==> src/rtl/fir_pkg.sv <==
// Shared definitions for the FIR tap sequencer: FSM state encoding and
// default parameter values used by the interface, the address helper and the top.
package fir_pkg;

   localparam int unsigned DW_DEF       = 32;
   localparam int unsigned AW_DEF       = 4;
   localparam int unsigned NTAP_MAX_DEF = 11;
   localparam int unsigned LEN_W        = 32;

   typedef enum logic [2:0] {
      S_IDLE,
      S_CLEAR,
      S_WAIT_IN,
      S_WRITE,
      S_MAC,
      S_DRAIN,
      S_OUT
   } fir_state_e;

endpackage

==> src/rtl/fir_tap_seq_if.sv <==
// AXI-Stream bundle (valid/ready/data/last) used for both the sample input
// and the result output of the FIR tap sequencer.
//   master : drives tvalid, tdata, tlast; receives tready
//   slave  : receives tvalid, tdata, tlast; drives tready
interface fir_tap_seq_if
   import fir_pkg::*;
#(
   parameter int unsigned DW = DW_DEF
) ();

   logic          tvalid;
   logic          tready;
   logic [DW-1:0] tdata;
   logic          tlast;

   modport master (output tvalid, output tdata, output tlast, input tready);
   modport slave  (input tvalid, input tdata, input tlast, output tready);

endinterface

==> src/rtl/fir_ring_addr.sv <==
// Circular-buffer address helper for the sample RAM.
//   i_head     : slot holding the newest sample
//   i_idx      : tap index (0 = newest sample)
//   i_ntap     : active tap count (ring size)
//   o_addr     : (i_head - i_idx) mod i_ntap
//   o_head_nxt : (i_head + 1) mod i_ntap
// Both head and idx are always below i_ntap, so one conditional add/sub suffices.
module fir_ring_addr #(
   parameter int unsigned AW = 4
) (
   input  logic [AW-1:0] i_head,
   input  logic [AW-1:0] i_idx,
   input  logic [AW-1:0] i_ntap,
   output logic [AW-1:0] o_addr,
   output logic [AW-1:0] o_head_nxt
);

   assign o_addr     = (i_head >= i_idx) ? (i_head - i_idx) : (i_head + i_ntap - i_idx);
   assign o_head_nxt = (i_head == (i_ntap - AW'(1))) ? '0 : (i_head + AW'(1));

endmodule

==> src/rtl/fir_tap_seq.sv <==
// FIR tap sequencer: accepts one sample per AXI-Stream beat, stores it in a
// circular sample RAM, walks tap_num coefficient/sample pairs through an
// external MAC and returns the accumulated result on the output stream.
// Ports:
//   axis_clk, reset            : clock, synchronous active-high reset
//   ap_start/ap_idle/ap_done   : run control (start pulse, idle level, done pulse)
//   tap_num, data_length       : run configuration, sampled at ap_start
//   ss (slave), sm (master)    : sample input / result output streams
//   tap_addr, tap_rdata        : coefficient RAM (1-cycle read)
//   dat_we/addr/wdata/rdata    : sample RAM (1-cycle read)
//   mac_clr/en/a/b, mac_result : external multiply-accumulate unit
// Build option: define FIR_LAST_COUNT_EN to generate sm_tlast from the sample
// count (last of data_length); otherwise sm_tlast follows the captured ss_tlast.
module fir_tap_seq
   import fir_pkg::*;
#(
   parameter int unsigned DW       = DW_DEF,
   parameter int unsigned AW       = AW_DEF,
   parameter int unsigned NTAP_MAX = NTAP_MAX_DEF
) (
   input  logic             axis_clk,
   input  logic             reset,
   input  logic             ap_start,
   output logic             ap_idle,
   output logic             ap_done,
   input  logic [AW-1:0]    tap_num,
   input  logic [LEN_W-1:0] data_length,
   fir_tap_seq_if.slave     ss,
   fir_tap_seq_if.master    sm,
   output logic [AW-1:0]    tap_addr,
   input  logic [DW-1:0]    tap_rdata,
   output logic             dat_we,
   output logic [AW-1:0]    dat_addr,
   output logic [DW-1:0]    dat_wdata,
   input  logic [DW-1:0]    dat_rdata,
   output logic             mac_clr,
   output logic             mac_en,
   output logic [DW-1:0]    mac_a,
   output logic [DW-1:0]    mac_b,
   input  logic [DW-1:0]    mac_result
);

   fir_state_e       r_state;
   logic [AW-1:0]    r_ntap;
   logic [LEN_W-1:0] r_len;
   logic [LEN_W-1:0] r_count;
   logic [AW-1:0]    r_head;
   logic [AW-1:0]    r_idx;
   logic             r_last;
   logic             r_ap_idle;
   logic             r_ap_done;
   logic             r_ss_tready;
   logic             r_sm_tvalid;
   logic             r_sm_tlast;
   logic [AW-1:0]    r_tap_addr;
   logic             r_dat_we;
   logic [AW-1:0]    r_dat_addr;
   logic [DW-1:0]    r_dat_wdata;
   logic             r_mac_clr;
   logic             r_mac_en;

   logic [AW-1:0]    w_ntap_in;
   logic [AW-1:0]    w_idx_nxt;
   logic [AW-1:0]    w_ring_addr;
   logic [AW-1:0]    w_head_nxt;
   logic [LEN_W-1:0] w_count_nxt;

   // Keep an out-of-range tap count inside 1..NTAP_MAX.
   always_comb begin
      w_ntap_in = tap_num;
      if (tap_num == '0) begin
         w_ntap_in = AW'(1);
      end else if (LEN_W'(tap_num) > LEN_W'(NTAP_MAX)) begin
         w_ntap_in = AW'(NTAP_MAX);
      end
   end

   assign w_idx_nxt   = r_idx + AW'(1);
   assign w_count_nxt = r_count + LEN_W'(1);

   fir_ring_addr #(.AW(AW)) u_ring (
      .i_head     (r_head),
      .i_idx      (w_idx_nxt),
      .i_ntap     (r_ntap),
      .o_addr     (w_ring_addr),
      .o_head_nxt (w_head_nxt)
   );

   // Sequencer FSM with all control outputs registered alongside the state.
   always_ff @(posedge axis_clk) begin
      if (reset) begin
         r_state     <= S_IDLE;
         r_ntap      <= AW'(1);
         r_len       <= '0;
         r_count     <= '0;
         r_head      <= '0;
         r_idx       <= '0;
         r_last      <= 1'b0;
         r_ap_idle   <= 1'b1;
         r_ap_done   <= 1'b0;
         r_ss_tready <= 1'b0;
         r_sm_tvalid <= 1'b0;
         r_sm_tlast  <= 1'b0;
         r_tap_addr  <= '0;
         r_dat_we    <= 1'b0;
         r_dat_addr  <= '0;
         r_dat_wdata <= '0;
         r_mac_clr   <= 1'b1;
         r_mac_en    <= 1'b0;
      end else begin
         r_ap_done <= 1'b0;
         r_mac_clr <= 1'b0;
         // Each MAC-state address produces one accumulate a cycle later.
         r_mac_en  <= (r_state == S_MAC);
         case (r_state)
            S_IDLE: begin
               if (ap_start) begin
                  r_ntap      <= w_ntap_in;
                  r_len       <= data_length;
                  r_head      <= '0;
                  r_count     <= '0;
                  r_idx       <= '0;
                  r_ap_idle   <= 1'b0;
                  r_dat_we    <= 1'b1;
                  r_dat_addr  <= '0;
                  r_dat_wdata <= '0;
                  r_state     <= S_CLEAR;
               end
            end
            S_CLEAR: begin
               if (r_idx == (r_ntap - AW'(1))) begin
                  r_dat_we    <= 1'b0;
                  r_ss_tready <= 1'b1;
                  r_state     <= S_WAIT_IN;
               end else begin
                  r_idx      <= w_idx_nxt;
                  r_dat_addr <= w_idx_nxt;
               end
            end
            S_WAIT_IN: begin
               if (ss.tvalid && r_ss_tready) begin
                  r_ss_tready <= 1'b0;
                  r_dat_we    <= 1'b1;
                  r_dat_addr  <= r_head;
                  r_dat_wdata <= ss.tdata;
                  r_last      <= ss.tlast;
                  r_mac_clr   <= 1'b1;
                  r_state     <= S_WRITE;
               end
            end
            S_WRITE: begin
               r_dat_we   <= 1'b0;
               r_idx      <= '0;
               r_tap_addr <= '0;
               r_dat_addr <= r_head;
               r_state    <= S_MAC;
            end
            S_MAC: begin
               if (r_idx == (r_ntap - AW'(1))) begin
                  r_state <= S_DRAIN;
               end else begin
                  r_idx      <= w_idx_nxt;
                  r_tap_addr <= w_idx_nxt;
                  r_dat_addr <= w_ring_addr;
               end
            end
            S_DRAIN: begin
               r_sm_tvalid <= 1'b1;
`ifdef FIR_LAST_COUNT_EN
               r_sm_tlast  <= (w_count_nxt == r_len);
`else
               r_sm_tlast  <= r_last;
`endif
               r_state     <= S_OUT;
            end
            S_OUT: begin
               if (sm.tready) begin
                  r_sm_tvalid <= 1'b0;
                  r_sm_tlast  <= 1'b0;
                  r_head      <= w_head_nxt;
                  r_count     <= w_count_nxt;
                  if (w_count_nxt == r_len) begin
                     r_ap_done <= 1'b1;
                     r_ap_idle <= 1'b1;
                     r_state   <= S_IDLE;
                  end else begin
                     r_ss_tready <= 1'b1;
                     r_state     <= S_WAIT_IN;
                  end
               end
            end
            default: r_state <= S_IDLE;
         endcase
      end
   end

   assign ap_idle   = r_ap_idle;
   assign ap_done   = r_ap_done;
   assign ss.tready = r_ss_tready;
   assign sm.tvalid = r_sm_tvalid;
   assign sm.tlast  = r_sm_tlast;
   // The MAC accumulator is itself a register and is neither cleared nor
   // enabled while in OUT, so it is presented directly as the held result.
   assign sm.tdata  = mac_result;
   assign tap_addr  = r_tap_addr;
   assign dat_we    = r_dat_we;
   assign dat_addr  = r_dat_addr;
   assign dat_wdata = r_dat_wdata;
   assign mac_clr   = r_mac_clr;
   assign mac_en    = r_mac_en;
   // RAM read data is aligned with mac_en by construction.
   assign mac_a     = tap_rdata;
   assign mac_b     = dat_rdata;

endmodule
==> src/flat_wrapper.sv <==
// flat-port wrapper written by rule: the top's interface ports become plain ports
module fir_tap_seq_flat import fir_pkg::*;
#(
   parameter int unsigned DW       = DW_DEF,
   parameter int unsigned AW       = AW_DEF,
   parameter int unsigned NTAP_MAX = NTAP_MAX_DEF
)
  (axis_clk, reset, ap_start, ap_idle, ap_done, tap_num, data_length, tap_addr, tap_rdata, dat_we, dat_addr, dat_wdata, dat_rdata, mac_clr, mac_en, mac_a, mac_b, mac_result, ss_tvalid, ss_tdata, ss_tlast, ss_tready, sm_tvalid, sm_tdata, sm_tlast, sm_tready);
  fir_tap_seq_if #(.DW(DW)) ss_i ();
  fir_tap_seq_if #(.DW(DW)) sm_i ();
  input  logic axis_clk;
  input  logic reset;
  input  logic ap_start;
  output logic ap_idle;
  output logic ap_done;
  input  logic [AW-1:0] tap_num;
  input  logic [LEN_W-1:0] data_length;
  output logic [AW-1:0] tap_addr;
  input  logic [DW-1:0] tap_rdata;
  output logic dat_we;
  output logic [AW-1:0] dat_addr;
  output logic [DW-1:0] dat_wdata;
  input  logic [DW-1:0] dat_rdata;
  output logic mac_clr;
  output logic mac_en;
  output logic [DW-1:0] mac_a;
  output logic [DW-1:0] mac_b;
  input  logic [DW-1:0] mac_result;
  input wire logic [$bits(ss_i.tvalid)-1:0] ss_tvalid;
  input wire logic [$bits(ss_i.tdata)-1:0] ss_tdata;
  input wire logic [$bits(ss_i.tlast)-1:0] ss_tlast;
  output wire logic [$bits(ss_i.tready)-1:0] ss_tready;
  output wire logic [$bits(sm_i.tvalid)-1:0] sm_tvalid;
  output wire logic [$bits(sm_i.tdata)-1:0] sm_tdata;
  output wire logic [$bits(sm_i.tlast)-1:0] sm_tlast;
  input wire logic [$bits(sm_i.tready)-1:0] sm_tready;
  assign ss_i.tvalid = ss_tvalid;
  assign ss_i.tdata = ss_tdata;
  assign ss_i.tlast = ss_tlast;
  assign ss_tready = ss_i.tready;
  assign sm_tvalid = sm_i.tvalid;
  assign sm_tdata = sm_i.tdata;
  assign sm_tlast = sm_i.tlast;
  assign sm_i.tready = sm_tready;
  fir_tap_seq #(.DW(DW), .AW(AW), .NTAP_MAX(NTAP_MAX)) u_core (.axis_clk(axis_clk), .reset(reset), .ap_start(ap_start), .ap_idle(ap_idle), .ap_done(ap_done), .tap_num(tap_num), .data_length(data_length), .ss(ss_i), .sm(sm_i), .tap_addr(tap_addr), .tap_rdata(tap_rdata), .dat_we(dat_we), .dat_addr(dat_addr), .dat_wdata(dat_wdata), .dat_rdata(dat_rdata), .mac_clr(mac_clr), .mac_en(mac_en), .mac_a(mac_a), .mac_b(mac_b), .mac_result(mac_result));
endmodule
==> config.mk <==
export PLATFORM = sky130hd
export DESIGN_NAME = fir_tap_seq_flat
export DESIGN_NICKNAME = d
export VERILOG_FILES = /design/src/rtl/fir_pkg.sv /design/src/rtl/fir_tap_seq_if.sv /design/src/rtl/fir_ring_addr.sv /design/src/rtl/fir_tap_seq.sv /design/src/flat_wrapper.sv
export SDC_FILE = /design/constraint.sdc
export NUM_CORES = 1
export LEC_CHECK = 0
export BUFFER_PORTS_ARGS = -buffer_cell sky130_fd_sc_hd__buf_2
export CELL_PAD_IN_SITES_DETAIL_PLACEMENT = 1
export CELL_PAD_IN_SITES_GLOBAL_PLACEMENT = 1
export CORE_MARGIN = 3
export CORE_UTILIZATION = 35
export DETAILED_ROUTE_END_ITERATION = 16
export PLACE_DENSITY_LB_ADDON = 0.1
export SYNTH_ARGS = -nofsm -noshare
export SYNTH_HDL_FRONTEND = slang
export SYNTH_SLANG_ARGS = --single-unit
==> constraint.sdc <==
create_clock -name axis_clk -period 3.3 [get_ports axis_clk]
set_input_delay 0 -clock axis_clk [delete_from_list [all_inputs] [get_ports axis_clk]]
set_output_delay 0 -clock axis_clk [all_outputs]
set_load 0.01 [all_outputs]
# Yosys cells after proc, flatten, opt, wreduce, memory -nomap -nowiden
# Index checks and enable logic that the tools add are counted.
# W data, S select, Z words.
word_totals:
  ff_bits: 128
  inputBits: 170
  out_inout_bits: 144
  word_cells: 117
classes:
  addsub: 7
  order_cmp: 2
  eq_ne: 19
  mux: 44
  bitwise_logic: 2
  n_reduce_logical: 25
op_table:
  columns: ["operator", "n"]
  rows:
  - ["$pmux W32 S2", 2]
  - ["$mux W32", 3]
  - ["$mux W4", 9]
  - ["$add A32 B1 Y32 const B", 1]
  - ["$eq A32 B32 Y1", 1]
  - ["$pmux W3 S7", 1]
  - ["$pmux W4 S5", 1]
  - ["$pmux W4 S2", 2]
  - ["$mux W3", 5]
  - ["$reduce_and A5 Y1", 3]
  - ["$mux W1", 14]
  - ["$ne A2 B2 Y1 const B", 7]
  - ["$pmux W4 S3", 1]
  - ["$eq A3 B3 Y1 const B", 3]
  - ["$reduce_and A3 Y1", 3]
  - ["$add A4 B1 Y4 const B", 2]
  - ["$eq A4 B4 Y1", 2]
  - ["$reduce_and A2 Y1", 4]
  - ["$reduce_and A4 Y1", 2]
  - ["$reduce_bool A2 Y1", 4]
  - ["$sub A4 B4 Y4", 2]
  - ["$eq A3 B2 Y1 const B", 2]
  - ["$ne A2 B1 Y1 const B", 3]
  - ["$pmux W1 S2", 3]
  - ["17 further kinds", 19]

# Longest topological paths before layout
# Gate-level depths: netlist of the first run.
logic_depth:
  word_depth: 5
  depth_mapped: 11
  depth_no_buf: 11

# Cells and area by module
# A second synthesis of the first run with hierarchy kept.
unflattened:
  hier_cells: 1009
  area_unflattened_um2: 7699.9
by_module_without_submodules:
  columns: ["module", "instances", "cells_each", "area_each_um2", "seq_area_each_um2"]
  rows:
  - ["fir_tap_seq", 1, 938, 7165.6, 2562.5]
  - ["fir_ring_addr", 1, 71, 534.3, 0.0]

# Least setup slack after synthesis of the first run
# No wires, ideal clock.
synth_timing:
  path_kind: "register to register"
  from: "register u_core.r_count[0]"
  to: "register u_core.r_state[1]"
  setup_time_ns: 0.131
  t_arrival_ns: 2.665
  required_time_ns: 3.169
  setup_slack_ns: 0.504
  path_stages_with_launch: 10
  n_path_buf: 1
  period_less_slack_ns: 2.796
  cell_sequence: "dfxtp_1 > ha_1 > buf_2 > nand3_2 > or4_4 > or4_4 > and3b_1 > and4bb_1 > and4_1 > o22ai_1"
synth_via:
  elab_chain_cells: 5
synth_lines:
  columns: ["item", "line_no", "text"]
  rows:
  - ["from (decl)", "fir_tap_seq.sv:46", "logic [LEN_W-1:0] r_count;"]
  - ["from (signal assigned)", "fir_tap_seq.sv:181", "r_count <= w_count_nxt;"]
  - ["$add A32 B1 Y32", "fir_tap_seq.sv:79", "assign w_count_nxt = r_count + LEN_W'(1);"]
  - ["$eq A32 B32 Y1", "fir_tap_seq.sv:182", "if (w_count_nxt == r_len) begin"]
  - ["$mux W2", "fir_tap_seq.sv:182", null]
  - ["$mux W3", "fir_tap_seq.sv:177", "if (sm.tready) begin"]
  - ["$pmux W3 S7", "fir_tap_seq.sv:115", "case (r_state)"]
  - ["to (signal assigned)", "fir_tap_seq.sv:174", "r_state <= S_OUT;"]
  - ["to (signal assigned)", "fir_tap_seq.sv:185", "r_state <= S_IDLE;"]
  - ["to (signal assigned)", "fir_tap_seq.sv:188", "r_state <= S_WAIT_IN;"]
  - ["to (decl)", "fir_tap_seq.sv:43", "fir_state_e r_state;"]
# No other way between the ends. The select of a mux whose other input is x is not followed.
# A chain may end at the register's enable or synchronous reset.

# Final worst setup path of the first run
layout_timing:
  from: "register u_core.r_count[5]"
  to: "register u_core.r_ap_done, in the netlist u_core.ap_done"
layout_via:
  elab_chain_cells: 3
layout_lines:
  columns: ["item", "line_no", "text"]
  rows:
  - ["$add A32 B1 Y32", "fir_tap_seq.sv:79", null]
  - ["$eq A32 B32 Y1", "fir_tap_seq.sv:182", null]
  - ["$mux W1", "fir_tap_seq.sv:182", null]
  - ["to (signal assigned)", "fir_tap_seq.sv:100", "r_ap_done <= 1'b0;"]
  - ["to (signal assigned)", "fir_tap_seq.sv:111", "r_ap_done <= 1'b0;"]
  - ["to (signal assigned)", "fir_tap_seq.sv:183", "r_ap_done <= 1'b1;"]
  - ["to (decl)", "fir_tap_seq.sv:51", "logic r_ap_done;"]
# No other way between the ends.

==> results of run 1 <==
==> worst reg2reg max path, stage by stage (launching register included) <==
cell and delay (ns):
sky130_fd_sc_hd__dfxtp_1 0.52, sky130_fd_sc_hd__nand3_1 0.26, sky130_fd_sc_hd__buf_4 0.24, sky130_fd_sc_hd__nor4_4 0.52, sky130_fd_sc_hd__nand4_1 0.21, sky130_fd_sc_hd__a311o_1 0.31
sky130_fd_sc_hd__a2111oi_0 0.61, sky130_fd_sc_hd__nand3_1 0.19, sky130_fd_sc_hd__nor4_2 0.26
==> registers in the layout (all words and copies together) (netlist names), 3 cells and up <==
name,count
u_core.dat_addr,4
u_core.dat_wdata,32
u_core.r_count,32
u_core.r_head,4
u_core.r_idx,4
u_core.r_len,32
u_core.r_ntap,4
u_core.r_state,3
u_core.tap_addr,4
==> worst max-delay path by stage <==
stage                             end  slack [ns]  depth (start not counted)
finish                 u_core.ap_done        0.12                          8
global route           u_core.ap_done        0.04                          8
CTS                    u_core.ap_done        0.15                          8
detailed placement     u_core.ap_done        0.17                          8
global placement    u_core.r_state[1]        0.25                          8
floorplan           u_core.r_state[1]        0.50                          9
==> kinds of logic after synthesis <==
logic type | after synthesis | synth area share [%]
buf+inv | 188 | 13.7
compound gates | 227 | 17.1
xor+xnor | 57 | 6.48
simple gates | 412 | 25.8
fa+ha+maj | 16 | 2.91
flops | 128 | 32.3
mux | 13 | 1.66
==> per-layer routing <==
layer	vias up	part of all wire (%)	global-route usage [%]
li1	3682	-	-
met4	0	1.7	6.92
met2	183	47	35.4
met1	3596	46	27.8
met5	-	0	0
met3	45	5.4	5.48
==> metrics by stage <==
step | power (mW) | util, % | cell area [µm²] | hold slack [ns]
2_1_floorplan | 3.07 | - | 7920 | 0.0918
3_3_place_gp | 3.47 | 36.8 | 8110 | 0.0000686
3_5_place_dp | 3.48 | 36.8 | 8110 | 0.0000686
4_1_cts | 5.56 | 42.8 | 9430 | 0.0000686
5_1_grt | 5.83 | 42.8 | 9430 | 0.0000153
6_report | 5.47 | 42.8 | 9430 | 0.00000389
==> layout make-up <==
class / count / area, µm²
Clock inverter: 15 / 189
Multi-Input combinational cell: 725 / 4280
Tap cell: 280 / 350
Clock buffer: 17 / 425
Fill cell: 2697 / 12600
Inverter: 20 / 75.1
Sequential cell: 128 / 2560
Timing Repair Buffer: 222 / 1540
==> power groups by stage <==
stage	logic (mW)	registers [mW]	clock network, mW
6_report	1.65	1.84	1.98
5_1_grt	1.87	1.86	2.09
4_1_cts	1.68	1.84	2.04
3_5_place_dp	1.60	1.88	0
3_3_place_gp	1.60	1.88	0
2_1_floorplan	1.22	1.85	0
==> cells in the final DEF (no fill, tap or decap), types with 22 or more instances in the layout <==
master / netlist / routed
sky130_fd_sc_hd__buf_4: 97 / 32
sky130_fd_sc_hd__xor2_1: 22 / 22
sky130_fd_sc_hd__nor3_1: 27 / 25
sky130_fd_sc_hd__dfxtp_1: 128 / 126
sky130_fd_sc_hd__nand3_1: 54 / 54
sky130_fd_sc_hd__xnor2_1: 34 / 34
sky130_fd_sc_hd__dlygate4sd3_1: 0 / 70
sky130_fd_sc_hd__a21oi_1: 116 / 116
sky130_fd_sc_hd__o21ai_0: 34 / 34
sky130_fd_sc_hd__nand2_1: 153 / 153
sky130_fd_sc_hd__nor2_1: 70 / 70
sky130_fd_sc_hd__buf_2: 13 / 120
==> timing repair <==
item / in CTS / in global routing
setup endpoints to repair: 0 / 1
gates resized for setup: 0 / 1
endpoints found under the hold margin: 69 / 0
hold buffers: 70 / 0
==> impl_summary.log, run 1 <==
[metrics] Congestion Overflow GR: 0
[metrics] min setup slack post-route: 0.123 ns
[metrics] most used standard cell by instance count after synthesis: sky130_fd_sc_hd__nand2_1
[metrics] clock tree from TritonCTS: yes
[metrics] switching fraction of total power: 36.7%
[metrics] slowest stage cell on the critical path: sky130_fd_sc_hd__a2111oi_0
[metrics] critical path class: register to register
[metrics] largest net degree at the start of global routing: 52
[metrics] fraction of synthesis flops using an asynchronous set or reset pin: 0%
[metrics] root buffer cell: sky130_fd_sc_hd__clkbuf_16
[metrics] data required time of the critical path: 3.65 ns
[metrics] IO Pins: 314
[metrics] worst path buffer plus inverter count: 1
[metrics] part of the Yosys area used for sequential elements: 32.3%
[metrics] ratio of final minimum period to clock period: between 90% and 100%
[metrics] most instantiated cells after synthesis: 153 x sky130_fd_sc_hd__nand2_1, 128 x sky130_fd_sc_hd__dfxtp_1, 116 x sky130_fd_sc_hd__a21oi_1
[metrics] vias in the first global route: 7,830
[metrics] Post-DRT Antenna Nets: 0
[metrics] die area: 24,500 µm²
[metrics] reg-to-reg critical path endpoint: u_core.ap_done
[metrics] fraction of layout instances using a drive strength above 1: a little under a fifth
[metrics] Vert. Die Dim: 156 µm
[metrics] # Max-Cap Violations: 0
[metrics] final wirelength: 26.0 mm
[metrics] maximum operating frequency: 315 MHz
[metrics] global-route usage over all layers: 21.6%
[metrics] share of power burned in the clock network: 36.2%
[metrics] hold wc startpoint: tap_rdata[21]
[metrics] Switch Pwr: 2.01 mW
[metrics] maximum clock skew at final layout: 0.0135 ns
[metrics] Area contributors post-synth: sky130_fd_sc_hd__dfxtp_1 32%, sky130_fd_sc_hd__buf_4 9.2%, sky130_fd_sc_hd__a21oi_1 7.3%
[metrics] number of distinct library cells after synthesis: 70
[metrics] dominant cell type by area after synthesis: sky130_fd_sc_hd__dfxtp_1
[metrics] length in cells of the worst reg-to-reg path: 8
[metrics] number of enable-type register cells in the synthesized netlist: 0
[metrics] worst hold path type: input port to output port
[metrics] cell count after synthesis: 1,041
[metrics] part of the power in registers: 33.6%
[metrics] number of post-CTS setup repair buffers: 0
[metrics] HPWL after detailed placement: 18.1 mm
[metrics] Critical Path Start Type: register
[metrics] residual DRC count: 0
[metrics] top flip-flop cell by instance count after synthesis: sky130_fd_sc_hd__dfxtp_1
[metrics] DP Worst Slack: 0.166 ns
[metrics] LEAKAGE: roughly 3.7 nW
[metrics] clk sink count: 128
[metrics] post-CTS clock slew at the launch and capture registers of the worst setup and hold paths: roughly 0.070 ns
[metrics] maximum buffer depth of the clock tree: 2
[metrics] share of the synthesized area in the top cell type: about a third
[metrics] arrival time at the worst endpoint: 3.52 ns
[metrics] Hold Vio Cnt, Final: 0
[metrics] Worst-Margin Slew: ~0.91 ns
[metrics] Netlist Area Pre-Place: ~7900 µm²
[metrics] Crit path largest cell delay: 0.61 ns
[metrics] ant diodes: 0
[metrics] clock latency at the later pin of the worst-skew pair: 0.44 ns
[metrics] horizontal die dimension: 156 µm
[metrics] fin. max-slew vios: 0
[metrics] launch point of the worst reg-to-reg path: u_core.r_count[5]
[metrics] number of violations reported at the end of detailed-routing iteration 0: ~360
[metrics] post-synthesis register bit count: 128
[metrics] RSZ-0062 raised after global routing: false
[metrics] global placer's final weighted congestion: about 0.87
[metrics] number of nets in the synthesized netlist: 1,227
[metrics] initial antenna violation count: 0
[metrics] cell total after placement: 1,305
[metrics] crit-path leading delay family: simple AND/OR/NAND/NOR gates
[metrics] H-tree lvl count: 4
[metrics] hold-critical path endpoint: mac_a[21]
[metrics] final-stage net count: around 1,300
[metrics] final non-filler cell total: 1,407
[metrics] detailed-route wire length per cell: 18.5 µm
[metrics] type of element capturing the critical path: register
[metrics] Hold Path Stages: 0
[metrics] setup TNS after final layout: 0 ns
[metrics] Tmin final: between 3 and 4 ns
[metrics] synth-to-layout area growth: 19.0%
[metrics] number of CTS-inserted buffers: 17
[metrics] largest voltage drop on the vdd net: 0.310 mV
[metrics] core region area: roughly 22,000 µm²
[metrics] port bufs: 121
[metrics] synthesis warning total: 0
[metrics] P per Cell Area: 581 nW/µm²
[metrics] flop2flop setup slack: ~0.12 ns
[metrics] number of iterations in the first detailed-routing pass: 5
[metrics] average cell area after synthesis: between 7 and 8 µm²
[metrics] status: completed
[metrics] Site Rows: 54
[metrics] cell-internal power: 3.47 mW
[metrics] wire length of the first global-routing pass: 42.2 mm
[metrics] CP Max Fanout: 9
[metrics] part of the total power dissipated in combinational logic: 30.2%
[metrics] initial core utilization: a little over a third
[metrics] Vias: around 7,500
[metrics] startpoint of the worst setup timing path: u_core.r_count[5]
[metrics] dominant cell type by count on the critical path: sky130_fd_sc_hd__nand3_1
[metrics] list of cells traversed by the critical path: nand3_1 -> buf_4 -> nor4_4 -> nand4_1 -> a311o_1 -> a2111oi_0 -> nand3_1 -> nor4_2
[metrics] final setup violation count: 0
[metrics] via count normalized by instance count: 5.33
[metrics] worst slew margin relative to its limit: around 39%
(Power assumes the default switching activity.)
==> inputs of run 2 (changes only) <==
--- a/config.mk
+++ b/config.mk
@@ -8,10 +8,11 @@
 export BUFFER_PORTS_ARGS = -buffer_cell sky130_fd_sc_hd__buf_2
 export CELL_PAD_IN_SITES_DETAIL_PLACEMENT = 1
 export CELL_PAD_IN_SITES_GLOBAL_PLACEMENT = 1
-export CORE_MARGIN = 3
+export CORE_MARGIN = 2
 export CORE_UTILIZATION = 35
 export DETAILED_ROUTE_END_ITERATION = 16
 export PLACE_DENSITY_LB_ADDON = 0.1
+export SETUP_SLACK_MARGIN = 0.4
 export SYNTH_ARGS = -nofsm -noshare
 export SYNTH_HDL_FRONTEND = slang
 export SYNTH_SLANG_ARGS = --single-unit
==> impl_summary.log, run 2 (synthesized netlist as in run 1, its figures left out) <==
[metrics] status: completed (unchanged)
[metrics] Global Route met1 Usage: 28.8% (was 27.8%)
[metrics] horizontal die dimension: 154 µm (was 156 µm)
[metrics] initial core utilization: 35.3% (was 36.0%)
[metrics] Critical Path Start Type: register (unchanged)
[metrics] DP Worst Slack: 0.247 ns (was 0.166 ns)
[metrics] Hold Vio Cnt, Final: 0 (unchanged)
[metrics] LEAKAGE: 3.77 nW (was 3.74 nW)
[metrics] worst slew margin relative to its limit: 47.4% (was 38.7%)
[metrics] root buffer cell: sky130_fd_sc_hd__clkbuf_16 (unchanged)
[metrics] vias in the first global route: 7,812 (was 7,830)
[metrics] setup TNS after final layout: 0 ns (unchanged)
[metrics] final setup violation count: 0 (unchanged)
[metrics] FF/Latch Area: 2580 µm² (was 2560 µm²)
[metrics] Finished Core Util: 42.5% (was 42.8%)
[metrics] synth-to-layout area growth: 20.4% (was 19.0%)
[metrics] share of power burned in the clock network: 37.2% (was 36.2%)
[metrics] P per Cell Area: 586 nW/µm² (was 581 nW/µm²)
[metrics] core region area: 22,400 µm² (was 22,000 µm²)
[metrics] fin. max-slew vios: 0 (unchanged)
[metrics] area of the multi-input gates: 4330 µm² (was 4280 µm²)
[metrics] top library cells by usage in the layout, fill and taps aside: 153 x sky130_fd_sc_hd__nand2_1, 120 x sky130_fd_sc_hd__buf_2, 116 x sky130_fd_sc_hd__a21oi_1 (was 153 x sky130_fd_sc_hd__nand2_1, 126 x sky130_fd_sc_hd__dfxtp_1, 120 x sky130_fd_sc_hd__buf_2)
[metrics] worst hold slack: 0.00000391 ns (was 0.00000389 ns)
[metrics] switching fraction of total power: 35.5% (was 36.7%)
[metrics] met3 demand-to-capacity share in global routing: 5.32% (was 5.48%)
[metrics] min setup slack post-route: 0.521 ns (was 0.123 ns)
[metrics] arrival time at the worst endpoint: 3.07 ns (was 3.52 ns)
[metrics] port bufs: 121 (unchanged)
[metrics] cell total after placement: 1,310 (was 1,305)
[metrics] busiest layer in global routing: met2 (unchanged)
[metrics] number of CTS-inserted buffers: 17 (unchanged)
[metrics] part of the total power dissipated in combinational logic: 30.2% (about the same)
[metrics] ant diodes: 0 (unchanged)
[metrics] Congestion Overflow GR: 0 (unchanged)
[metrics] post-detailed-placement cell area: 8120 µm² (was 8110 µm²)
[metrics] HPWL after detailed placement: 18.2 mm (was 18.1 mm)
[metrics] cell-internal power: 3.61 mW (was 3.47 mW)
[metrics] via count normalized by instance count: 5.33 (about the same)
[metrics] clock latency at the later pin of the worst-skew pair: 0.43 ns (was 0.44 ns)
[metrics] critical path class: register to register (unchanged)
[metrics] initial antenna violation count: 0 (unchanged)
[metrics] post-CTS clock slew at the launch and capture registers of the worst setup and hold paths: 0.07 ns (about the same)
[metrics] met2 Resource Use GR: 36.9% (was 35.4%)
[metrics] Tmin final: 2.78 ns (was 3.18 ns)
[metrics] worst hold path type: input port to output port (unchanged)
[metrics] RSZ-0062 raised after global routing: false (unchanged)
[metrics] Vert. Die Dim: 154 µm (was 156 µm)
[metrics] ratio of final minimum period to clock period: 84.2% (was 96.3%)
[metrics] final wirelength: 26.1 mm (was 26.0 mm)
[metrics] maximum operating frequency: 360 MHz (was 315 MHz)
[metrics] die area: 23,900 µm² (was 24,500 µm²)
[metrics] # Max-Cap Violations: 0 (unchanged)
[metrics] final-stage net count: 1,303 (was 1,300)
[metrics] Switch Pwr: 1.99 mW (was 2.01 mW)
[metrics] IO Pins: 314 (unchanged)
[metrics] Finished Cell Area: 9540 µm² (was 9430 µm²)
[metrics] fraction of layout instances using a drive strength above 1: 20.4% (was 18.5%)
[metrics] global placer's final weighted congestion: 0.889 (was 0.874)
[metrics] residual DRC count: 0 (unchanged)
[metrics] global-route usage over all layers: 22.2% (was 21.6%)
[metrics] total power: 5.60 mW (was 5.47 mW)
[metrics] Fillers: 2,737 (was 2,697)
[metrics] largest net degree at the start of global routing: 59 (was 52)
[metrics] Site Rows: 55 (was 54)
[metrics] type of element capturing the critical path: register (unchanged)
[metrics] maximum clock skew at final layout: 0.0102 ns (was 0.0135 ns)
[metrics] clk sink count: 128 (unchanged)
[metrics] final non-filler cell total: 1,415 (was 1,407)
[metrics] most common library cell in the layout ignoring fill and taps: sky130_fd_sc_hd__nand2_1 (unchanged)
[metrics] wire length of the first global-routing pass: 42.4 mm (was 42.2 mm)
[metrics] number of violations reported at the end of detailed-routing iteration 0: 320 (was 364)
[metrics] data required time of the critical path: 3.59 ns (was 3.65 ns)
[metrics] largest voltage drop on the vdd net: 0.367 mV (was 0.310 mV)
[metrics] Worst-Margin Slew: 0.787 ns (was 0.908 ns)
[metrics] Vias: 7,549 (was 7,506)
[metrics] detailed-route wire length per cell: 18.5 µm (about the same)
[metrics] part of the power in registers: 32.6% (was 33.6%)
[metrics] Post-DRT Antenna Nets: 0 (unchanged)
[metrics] number of iterations in the first detailed-routing pass: 5 (unchanged)
[metrics] maximum buffer depth of the clock tree: 2 (unchanged)
[metrics] CP Max Fanout: 8 (was 9)
[metrics] clock tree from TritonCTS: yes (unchanged)
[metrics] H-tree lvl count: 4 (unchanged)
[run 2: cell count changes in the layout (fill, tap and decap cells not counted), moves of 2 or more]
cell / delta
sky130_fd_sc_hd__ha_4: +2
sky130_fd_sc_hd__clkinv_8: -2
sky130_fd_sc_hd__buf_4: +3
sky130_fd_sc_hd__dfxtp_2: +11
sky130_fd_sc_hd__dfxtp_1: -12
sky130_fd_sc_hd__clkinv_4: -2
sky130_fd_sc_hd__bufinv_16: +2
sky130_fd_sc_hd__inv_6: +4
sky130_fd_sc_hd__inv_8: -2
sky130_fd_sc_hd__ha_1: -2
[run 2: repair_timing]
action / CTS / global route
pin swaps: 0 / 2
endpoints found under the hold margin: 69 / 0
buffers inserted: 0 / 3
hold buffers: 70 / 0
gates resized for setup: 4 / 20
endpoints found under the setup margin: 4 / 5
[run 2: power groups by stage]
stage,Clock [mW],Combinational (mW),Sequential (mW)
floorplan,0,1.22,1.85
global placement,0,1.62,1.86
detailed placement,0,1.62,1.86
CTS,2.13,1.70,1.83
global route,2.20,1.90,1.85
finish,2.08,1.69,1.83
[run 2: worst max-delay path, cell delays in order (launching register included)]
cell                       delay, ns
sky130_fd_sc_hd__dfxtp_4        0.39
sky130_fd_sc_hd__ha_4           0.19
sky130_fd_sc_hd__nand3_2        0.09
sky130_fd_sc_hd__or4_4          0.55
sky130_fd_sc_hd__or4_4          0.56
sky130_fd_sc_hd__and3b_1        0.20
sky130_fd_sc_hd__and4bb_1       0.29
sky130_fd_sc_hd__and4_2         0.29
sky130_fd_sc_hd__o22ai_1        0.08
[run 2: worst paths after layout]
path                  startpoint  slack, ns  cells after the start                  end
max            u_core.r_count[0]       0.52                      8    u_core.r_state[1]
min               mac_result[24]   0.000004                      0         sm_tdata[24]
max reg2reg    u_core.r_count[0]       0.52                      8    u_core.r_state[1]
min reg2reg  u_core.dat_wdata[4]       0.45                      2  u_core.dat_wdata[4]
[run 2: area by class of cell]
class                      instances  share of cell area [%]
clock inverter                    15                    2.22
clock buffer                      17                    4.46
inverter                          20                   0.787
sequential                       128                    27.1
multi-input combinational        725                    45.3
timing repair buffer             225                    16.4
tap                              285                    3.74
[run 2: metal layers]
metal	part of all wire, %	wire (µm)
met5	0	0
met4	1.7	451
met3	4.9	1280
met2	47	12300
met1	46	12100
